<file path="src/rtl/gray_sobel_frame_ctrl_if.sv">
// Pixel path between the SPI link, the frame sequencer and the gray/Sobel core.
// master = sequencer side, slave = surrounding pixel sources/sinks.
interface gray_sobel_frame_ctrl_if #(
  parameter int PIXEL_BITS = 24
);
  logic                  in_px_rdy_i;
  logic [PIXEL_BITS-1:0] in_px_i;
  logic                  core_px_rdy_o;
  logic [PIXEL_BITS-1:0] core_px_o;
  logic                  core_px_rdy_i;

  modport master (
    input  in_px_rdy_i,
    input  in_px_i,
    input  core_px_rdy_i,
    output core_px_rdy_o,
    output core_px_o
  );

  modport slave (
    output in_px_rdy_i,
    output in_px_i,
    output core_px_rdy_i,
    input  core_px_rdy_o,
    input  core_px_o
  );
endinterface

</file>
<file path="src/rtl/gray_sobel_frame_ctrl.sv">
// Frame sequencer: latches mode, pulses Sobel start, forwards one frame,
// counts core outputs and flags drain timeout / stray pixels.
module gray_sobel_frame_ctrl #(
  parameter int PIXEL_BITS    = 24,
  parameter int IMG_W         = 32,
  parameter int IMG_H         = 32,
  parameter int OUT_TOTAL     = IMG_W * IMG_H,
  parameter int DRAIN_TIMEOUT = 1024,
  localparam int CW = $clog2(IMG_W),
  localparam int RW = $clog2(IMG_H)
) (
  input  logic          clk_i,
  input  logic          nreset_i,
  input  logic          start_i,
  input  logic          abort_i,
  input  logic [1:0]    mode_i,
  gray_sobel_frame_ctrl_if.master px,
  output logic [1:0]    core_select_o,
  output logic          core_start_sobel_o,
  output logic          busy_o,
  output logic          frame_done_o,
  output logic [1:0]    err_o,
  output logic [CW-1:0] col_o,
  output logic [RW-1:0] row_o
);

  localparam int NPIX = IMG_W * IMG_H;
  localparam int NW   = $clog2(NPIX + 1);
  localparam int OW   = $clog2(OUT_TOTAL + 1);
  localparam int IW   = $clog2(DRAIN_TIMEOUT + 1);

  localparam logic [CW-1:0] COL_LAST = CW'(IMG_W - 1);
  localparam logic [NW-1:0] IN_LAST  = NW'(NPIX - 1);
  localparam logic [OW-1:0] OUT_MAX  = OW'(OUT_TOTAL);
  localparam logic [IW-1:0] IDLE_LAST = IW'(DRAIN_TIMEOUT - 1);

  typedef enum logic [1:0] {
    S_IDLE,
    S_STREAM,
    S_DRAIN,
    S_DONE
  } state_t;

  state_t                r_state, w_state;
  logic [1:0]            r_sel, w_sel;
  logic                  r_start, w_start;
  logic                  r_px_rdy, w_px_rdy;
  logic [PIXEL_BITS-1:0] r_px, w_px;
  logic                  r_done, w_done;
  logic [1:0]            r_err, w_err;
  logic [CW-1:0]         r_col, w_col;
  logic [RW-1:0]         r_row, w_row;
  logic [NW-1:0]         r_in_cnt, w_in_cnt;
  logic [OW-1:0]         r_out_cnt, w_out_cnt;
  logic [IW-1:0]         r_idle, w_idle;
  logic                  w_out_inc;

  // Outputs past the expected total are ignored, not flagged.
  assign w_out_inc = px.core_px_rdy_i && (r_out_cnt != OUT_MAX);

  always_comb begin
    w_state   = r_state;
    w_sel     = r_sel;
    w_start   = 1'b0;
    w_px_rdy  = 1'b0;
    w_px      = r_px;
    w_done    = 1'b0;
    w_err     = r_err;
    w_col     = r_col;
    w_row     = r_row;
    w_in_cnt  = r_in_cnt;
    w_out_cnt = r_out_cnt;
    w_idle    = r_idle;
    if (abort_i) begin
      w_state   = S_IDLE;
      w_col     = '0;
      w_row     = '0;
      w_in_cnt  = '0;
      w_out_cnt = '0;
      w_idle    = '0;
    end else begin
      unique case (r_state)
        S_IDLE: begin
          if (start_i) begin
            w_state   = S_STREAM;
            w_start   = 1'b1;
            w_sel     = mode_i;
            w_err     = 2'b00;
            w_col     = '0;
            w_row     = '0;
            w_in_cnt  = '0;
            w_out_cnt = '0;
            w_idle    = '0;
          end
          if (px.in_px_rdy_i) w_err[0] = 1'b1;
        end
        S_STREAM: begin
          if (w_out_inc) w_out_cnt = r_out_cnt + OW'(1);
          if (px.in_px_rdy_i) begin
            w_px_rdy = 1'b1;
            w_px     = px.in_px_i;
            w_in_cnt = r_in_cnt + NW'(1);
            if (r_in_cnt == IN_LAST) begin
              w_state = S_DRAIN;
              w_idle  = '0;
              w_col   = '0;
              w_row   = '0;
            end else if (r_col == COL_LAST) begin
              w_col = '0;
              w_row = r_row + RW'(1);
            end else begin
              w_col = r_col + CW'(1);
            end
          end
        end
        S_DRAIN: begin
          if (px.in_px_rdy_i) w_err[0] = 1'b1;
          if (w_out_inc) w_out_cnt = r_out_cnt + OW'(1);
          if (r_out_cnt == OUT_MAX) begin
            w_state = S_DONE;
            w_done  = 1'b1;
          end else if (px.core_px_rdy_i) begin
            w_idle = '0;
          end else if (r_idle == IDLE_LAST) begin
            w_state  = S_DONE;
            w_done   = 1'b1;
            w_err[1] = 1'b1;
          end else begin
            w_idle = r_idle + IW'(1);
          end
        end
        S_DONE: begin
          w_state = S_IDLE;
          if (px.in_px_rdy_i) w_err[0] = 1'b1;
        end
      endcase
    end
  end

  always_ff @(posedge clk_i or negedge nreset_i) begin
    if (!nreset_i) begin
      r_state   <= S_IDLE;
      r_sel     <= 2'b00;
      r_start   <= 1'b0;
      r_px_rdy  <= 1'b0;
      r_px      <= '0;
      r_done    <= 1'b0;
      r_err     <= 2'b00;
      r_col     <= '0;
      r_row     <= '0;
      r_in_cnt  <= '0;
      r_out_cnt <= '0;
      r_idle    <= '0;
    end else begin
      r_state   <= w_state;
      r_sel     <= w_sel;
      r_start   <= w_start;
      r_px_rdy  <= w_px_rdy;
      r_px      <= w_px;
      r_done    <= w_done;
      r_err     <= w_err;
      r_col     <= w_col;
      r_row     <= w_row;
      r_in_cnt  <= w_in_cnt;
      r_out_cnt <= w_out_cnt;
      r_idle    <= w_idle;
    end
  end

  assign core_select_o      = r_sel;
  assign core_start_sobel_o = r_start;
  assign px.core_px_rdy_o   = r_px_rdy;
  assign px.core_px_o       = r_px;
  assign busy_o = (r_state == S_STREAM) || (r_state == S_DRAIN);
  assign frame_done_o       = r_done;
  assign err_o              = r_err;
  assign col_o              = r_col;
  assign row_o              = r_row;

endmodule
</file>
<file path="src/flat_wrapper.sv">
// flat-port wrapper written by rule: the top's interface ports become plain ports
module gray_sobel_frame_ctrl_flat 
#(
  parameter int PIXEL_BITS    = 24,
  parameter int IMG_W         = 32,
  parameter int IMG_H         = 32,
  parameter int OUT_TOTAL     = IMG_W * IMG_H,
  parameter int DRAIN_TIMEOUT = 1024,
  localparam int CW = $clog2(IMG_W),
  localparam int RW = $clog2(IMG_H)
)
  (clk_i, nreset_i, start_i, abort_i, mode_i, core_select_o, core_start_sobel_o, busy_o, frame_done_o, err_o, col_o, row_o, px_in_px_rdy_i, px_in_px_i, px_core_px_rdy_i, px_core_px_rdy_o, px_core_px_o);
  gray_sobel_frame_ctrl_if #(.PIXEL_BITS(PIXEL_BITS)) px_i ();
  input  logic clk_i;
  input  logic nreset_i;
  input  logic start_i;
  input  logic abort_i;
  input  logic [1:0] mode_i;
  output logic [1:0] core_select_o;
  output logic core_start_sobel_o;
  output logic busy_o;
  output logic frame_done_o;
  output logic [1:0] err_o;
  output logic [CW-1:0] col_o;
  output logic [RW-1:0] row_o;
  input wire logic [$bits(px_i.in_px_rdy_i)-1:0] px_in_px_rdy_i;
  input wire logic [$bits(px_i.in_px_i)-1:0] px_in_px_i;
  input wire logic [$bits(px_i.core_px_rdy_i)-1:0] px_core_px_rdy_i;
  output wire logic [$bits(px_i.core_px_rdy_o)-1:0] px_core_px_rdy_o;
  output wire logic [$bits(px_i.core_px_o)-1:0] px_core_px_o;
  assign px_i.in_px_rdy_i = px_in_px_rdy_i;
  assign px_i.in_px_i = px_in_px_i;
  assign px_i.core_px_rdy_i = px_core_px_rdy_i;
  assign px_core_px_rdy_o = px_i.core_px_rdy_o;
  assign px_core_px_o = px_i.core_px_o;
  gray_sobel_frame_ctrl #(.PIXEL_BITS(PIXEL_BITS), .IMG_W(IMG_W), .IMG_H(IMG_H), .OUT_TOTAL(OUT_TOTAL), .DRAIN_TIMEOUT(DRAIN_TIMEOUT)) u_core (.clk_i(clk_i), .nreset_i(nreset_i), .start_i(start_i), .abort_i(abort_i), .mode_i(mode_i), .px(px_i), .core_select_o(core_select_o), .core_start_sobel_o(core_start_sobel_o), .busy_o(busy_o), .frame_done_o(frame_done_o), .err_o(err_o), .col_o(col_o), .row_o(row_o));
endmodule
</file>
<file path="config.mk">
export PLATFORM = sky130hd
export DESIGN_NAME = gray_sobel_frame_ctrl_flat
export DESIGN_NICKNAME = d
export VERILOG_FILES = /design/src/rtl/gray_sobel_frame_ctrl_if.sv /design/src/rtl/gray_sobel_frame_ctrl.sv /design/src/flat_wrapper.sv
export SDC_FILE = /design/constraint.sdc
export NUM_CORES = 1
export LEC_CHECK = 0
export ABC_AREA = 1
export CORE_ASPECT_RATIO = 0.6
export CORE_MARGIN = 2
export CORE_UTILIZATION = 40
export CTS_CLUSTER_SIZE = 25
export DETAILED_ROUTE_END_ITERATION = 16
export PLACE_DENSITY_LB_ADDON = 0.12
export SETUP_SLACK_MARGIN = 0.05
export SLEW_MARGIN = 10
export SYNTH_ARGS = -nofsm -noshare
export SYNTH_HDL_FRONTEND = slang
export SYNTH_SLANG_ARGS = --single-unit
</file>
<file path="constraint.sdc">
create_clock -name clk_i -period 1.6 [get_ports clk_i]
set_input_delay 0.32 -clock clk_i [delete_from_list [all_inputs] [get_ports clk_i]]
set_output_delay 0.32 -clock clk_i [all_outputs]
set_load 0.01 [all_outputs]
</file>
Word level (Yosys, flattened, before mapping)
Index checks and enable logic that the tools add are counted.
Widths: inputs -> output; s select.
{"block": "totals", "regBits": 76, "latch_bits": 0, "ram_bits": 0, "rom_bits": 0, "inputBits": 32, "out_inout_bits": 42, "elab_cells": 113, "memories": 0}
{"block": "classes", "n_addsub": 5, "multipliers": 0, "n_div": 0, "order_cmp": 0, "eq_ne": 23, "n_shift": 0, "mux": 52, "bitwise": 1, "n_reduce_logical": 19}
{"op": "$mux 11", "count": 11}
{"op": "$mux 5", "count": 9}
{"op": "$pmux 11 s2", "count": 2}
{"op": "$add 11x1->11 const B", "count": 3}
{"op": "$pmux 11 s3", "count": 1}
{"op": "$eq 11x10->1 const B", "count": 2}
{"op": "$pmux 5 s2", "count": 2}
{"op": "$mux 1", "count": 16}
{"op": "$mux 2", "count": 8}
{"op": "$ne 3x3->1 const B", "count": 4}
{"op": "$reduce_and 3->1", "count": 4}
{"op": "$reduce_and 6->1", "count": 2}
{"op": "$eq 11x11->1 const B", "count": 1}
{"op": "$ne 11x11->1 const B", "count": 1}
{"op": "$add 5x1->5 const B", "count": 2}
{"op": "$ne 4x2->1 const B", "count": 2}
{"op": "$pmux 2 s4", "count": 1}
{"op": "$reduce_and 4->1", "count": 2}
{"op": "$ne 2x2->1 const B", "count": 3}
{"op": "$reduce_bool 3->1", "count": 2}
{"op": "$eq 5x5->1 const B", "count": 1}
{"op": "$reduce_and 5->1", "count": 1}
{"op": "$eq 2x2->1 const B", "count": 2}
{"op": "$ne 2x1->1 const B", "count": 2}
{"op": "13 further kinds", "count": 16}

Longest topological paths before layout
{"block": "depth", "depth_word": 6, "mapped_depth": 13, "depth_no_buf": 12}

Least setup slack after synthesis
No wires, ideal clock.
{"block": "synth_timing", "kind": "register to register", "start": "reg u_core.r_state[0]", "end": "reg u_core.r_out_cnt[5]", "setup_ns": 0.130, "arrival_ns": 1.545, "t_required_ns": 1.470, "path_slack_ns": -0.076, "path_stages_with_launch": 11, "path_buffers": 1, "period_less_slack_ns": 1.676, "cell_sequence": "dfrtp_1 inv_1 ha_1 inv_1 nand3_1 nand2_1 inv_1 nand2_2 buf_4 nand2_1 o21ai_0"}
{"block": "synth_via", "elab_chain_len": 4, "word_cells_on_any_way": 10, "cone_classes": "eq/ne: 4; mux: 2; reduce/logical: 4"}
{"element": "start: declaration", "line_no": "gray_sobel_frame_ctrl.sv:44", "rtl": "state_t r_state, w_state;"}
{"element": "start signal: assignment", "line_no": "gray_sobel_frame_ctrl.sv:155", "rtl": "r_state <= w_state;"}
{"element": "$eq 2x2->1 or $eq 2x1->1 (tied branches)", "line_no": "gray_sobel_frame_ctrl.sv:82", "rtl": "unique case (r_state)"}
{"element": "$reduce_or 2->1 (no line)"}
{"element": "$ne 3x1->1 (no line), or another cell as far along"}
{"element": "$reduce_and 3->1 (no line) or $mux 11 (tied branches)"}
{"element": "end signal: assignment", "line_no": "gray_sobel_frame_ctrl.sv:165", "rtl": "r_out_cnt <= w_out_cnt;"}
{"element": "end: declaration", "line_no": "gray_sobel_frame_ctrl.sv:54", "rtl": "logic [OW-1:0] r_out_cnt, w_out_cnt;"}
Several ways; a longest one is shown, not always the timed one.
A chain may end at the register's enable or synchronous reset.

Final worst setup path
{"block": "layout_timing", "start": "reg u_core.r_state[0]", "end": "reg u_core.r_col[2] (netlist: u_core.col_o[2])"}
{"block": "layout_via", "elab_chain_len": 3, "word_cells_on_any_way": 8, "cone_classes": "eq/ne: 3; mux: 2; reduce/logical: 3"}
{"element": "$eq 2x1->1 or $logic_not 2->1 (tied branches)", "line_no": "gray_sobel_frame_ctrl.sv:82"}
{"element": "$ne 3x3->1 (no line), or another cell as far along"}
{"element": "$reduce_and 3->1 (no line) or $mux 5 (tied branches)"}
{"element": "end signal: assignment", "line_no": "gray_sobel_frame_ctrl.sv:162", "rtl": "r_col <= w_col;"}
{"element": "end: declaration", "line_no": "gray_sobel_frame_ctrl.sv:51", "rtl": "logic [CW-1:0] r_col, w_col;"}
Several ways; a longest one is shown, not always the timed one.

==> qor.yml <==
failed_checks: "setup timing"
grt_pass1_wl_um: 16800
std_cell_rows: 28
ir_drop_uv: 664
maxSlewViolCount: 0
cts-buffers-inserted: 9
seqCellArea_sq_um: 1900
synth_seq_cells: 76
fill_cells: 829
async_flop_share_pct: 100
fp.dieH_um: 81.2
core_sq_um: 9770
insertion_delay_ps: 340
power.density_nw_per_um2: 1430
synth_common_cells: "nand2_1, dfrtp_1, nor2_1"
r2r_start: "u_core.r_state[0]"
rsz0062_at_grt: "true"
layout.nets: 706
finalClockSkew_ps: 7.09
grtUsageTotal_pct: 20.1
hold-worst-slack_ps: 459
yosys_warnings: 0
multi_input_area_sq_um: 2280
maxSlewHeadroom_pct: 72.0
use_met2_pct: 28.6
finalSetupViolCount: 24
drt_wl_total_um: 11300
end_kind: "register"
p_leak_nw: 3.16
htreeDepth: 3
portBuffers: 73
synthesis.nets: 556
postRouteAntennaNets: 0
drt-wirelength-per-cell_um: 14.1
outcome: "finished with violations"
p_switching_w: 0.00333
place_ws_ps: -311
hold_class: "in2async"
gp_congestion: 0.826
hold_violations: 0
yosysMostFrequentCell: "nand2_1"
synth.distinct_cells: 32
grt_use_met3_pct: 5.37
initial_core_util_pct: 40.7
p_comb_share_pct: 45.7
yosysTopAreaCellShare_pct: 47.8
io_pins: 74
grt-ovfl-total: 0
reg2regPathDepth: 11
cts.root.buffer_cell: "clkbuf_16"
drive_above_1_share_pct: 29.4
syn-cell-area_sq_um: 3980
grt_most_used_layer: "met1"
cts_buffer_depth: 2
tightest_slew_ps: 419
power_frac_seq_pct: 29.0
design.die.area_sq_um: 10800
grt_util_met1_pct: 29.7
cp-start-kind: "register"
setup_slack_ps: -61.8
dp_hpwl_um: 7270
synthCells: 512
cts_tree: "yes"
drt-initial-drc-count: 254
yosysTopAreaCell: "dfrtp_1"
cp.arrival_ps: 1900
worstPathMaxFanout: 8
layout_min_cycle_time_ps: 1660
pwr-share-clk_pct: 25.2
grt_pass1_vias: 3496
antenna_found_initial: 0
period_share_pct: 104
seq_area_frac_synth_pct: 47.8
avgSynthCellArea_sq_um: 7.76
synth_edf_count: 0
fmax_mhz: 602
sw_frac_of_total_pct: 37.0
num_antenna_cells: 0
routed-via-count: 3888
cts_num_sinks: 76
reg2reg_slack_ps: -60
power.internal_w: 0.00567
cp.required_ps: 1840
drc: 0
clkSlewWorstSetupHoldPaths_ps: 70
first_pass_iters: 4
vias_per_cell: 4.85
die_w_um: 133
areaGrowthSynthToFinish_pct: 58.6
synth_flop_cell: "dfrtp_1"
max-cap-violations: 0
grt_max_degree: 33
synth.area.top_cells: "dfrtp_1, nand2_1, nor2_1, nand3_1, inv_1"
worstSetupPathType: "reg2reg"
rr_endpoint: "u_core.col_o[2]"
[final cells by class]
cell class,count,share of cell area [%]
inverter,48,3.29
sequential,76,30.2
clock inverter,7,1.69
multi-input combinational,379,36.2
timing repair buffer,148,22.4
clock buffer,9,3.57
tap,135,2.68
[registers in the layout, summed over array words and instances, names as in the netlist]
signal                     cells
u_core.r_out_cnt              11
u_core.core_start_sobel_o      1
u_core.r_in_cnt               11
u_core.col_o                   5
u_core.frame_done_o            1
u_core.err_o                   2
u_core.px.core_px_o           24
u_core.r_idle                 11
u_core.core_select_o           2
u_core.r_state                 2
u_core.px.core_px_rdy_o        1
u_core.row_o                   5
[layer usage]
layer | vias up | share of wire (%)
li1 | 1952 | -
met1 | 1832 | 51
met2 | 93 | 43
met3 | 11 | 5.1
met4 | 0 | 1.1
met5 | - | 0
[per-stage QoR]
stage	cells	setup TNS, ps	power, W	cell area (sq um)	utilization, %
floorplan	512	-34.3	0.00429	4050	-
global placement	766	-12150	0.00601	5320	54.4
detailed placement	766	-14410	0.00604	5320	54.4
CTS	793	-622	0.00849	5830	59.7
global route	802	-4600	0.00957	6300	64.5
finish	802	-667	0.00901	6300	64.5
[kinds of logic after synthesis]
family,Yosys count,synth area share (%)
and+or+nand+nor,301,32.3
DFF,76,47.8
buffers and inverters,59,6.17
AOI/OAI and AO/OA,51,7.08
xor gates and xnor gates,13,2.86
adders and majority gates,12,3.78
[cell usage in the layout, fill, tap and decap left out, types with 14 or more instances in the layout]
cell type        netlist  layout
buf_4                  3      58
nand2_1              182     150
nand2_4                0      14
nand2_2                6      24
nor2_1                47      39
inv_1                 43      33
dlygate4sd2_1          0      37
dfrtp_1               76      74
clkdlybuf4s50_1        0      30
nand3_1               33      25
[critical path: stages, from the launching register on]
cell and delay (ps):
dfrtp_2 430, buf_6 130, ha_4 160, inv_4 70
buf_4 110, nand3_4 70, nand3_4 140, inv_6 70
buf_12 130, nand2_4 40, xor2_1 150, nor2_1 50
[power groups by stage]
stage	registers [W]	logic [W]	clock network, W
floorplan	0.00283	0.00146	0
global placement	0.00263	0.00338	0
detailed placement	0.00263	0.00340	0
CTS	0.00259	0.00359	0.00232
global route	0.00267	0.00448	0.00242
finish	0.00262	0.00412	0.00227
[what timing repair did]
item	CTS	global route
resized for setup	87	102
pin swaps	13	25
endpoints found under the hold margin	28	0
setup buffers	8	5
hold buffers	1	0
cloned	2	5
setup endpoints to repair	101	56
[worst max-delay path by stage]
| stage | cells past startpoint | startpoint | to | slack (ps) |
|---|---|---|---|---|
| CTS | 10 | u_core.r_state[1] | u_core.r_idle[4] | -60 |
| global route | 12 | u_core.r_state[0] | u_core.r_idle[3] | -160 |
| finish | 11 | u_core.r_state[0] | u_core.col_o[2] | -60 |
| floorplan | 10 | u_core.r_state[0] | u_core.r_idle[8] | -4 |
| detailed placement | 10 | abort_i | u_core.r_idle[7] | -310 |
| global placement | 11 | abort_i | u_core.r_in_cnt[5] | -280 |
No activity file was read; power rests on OpenSTA's default activity.
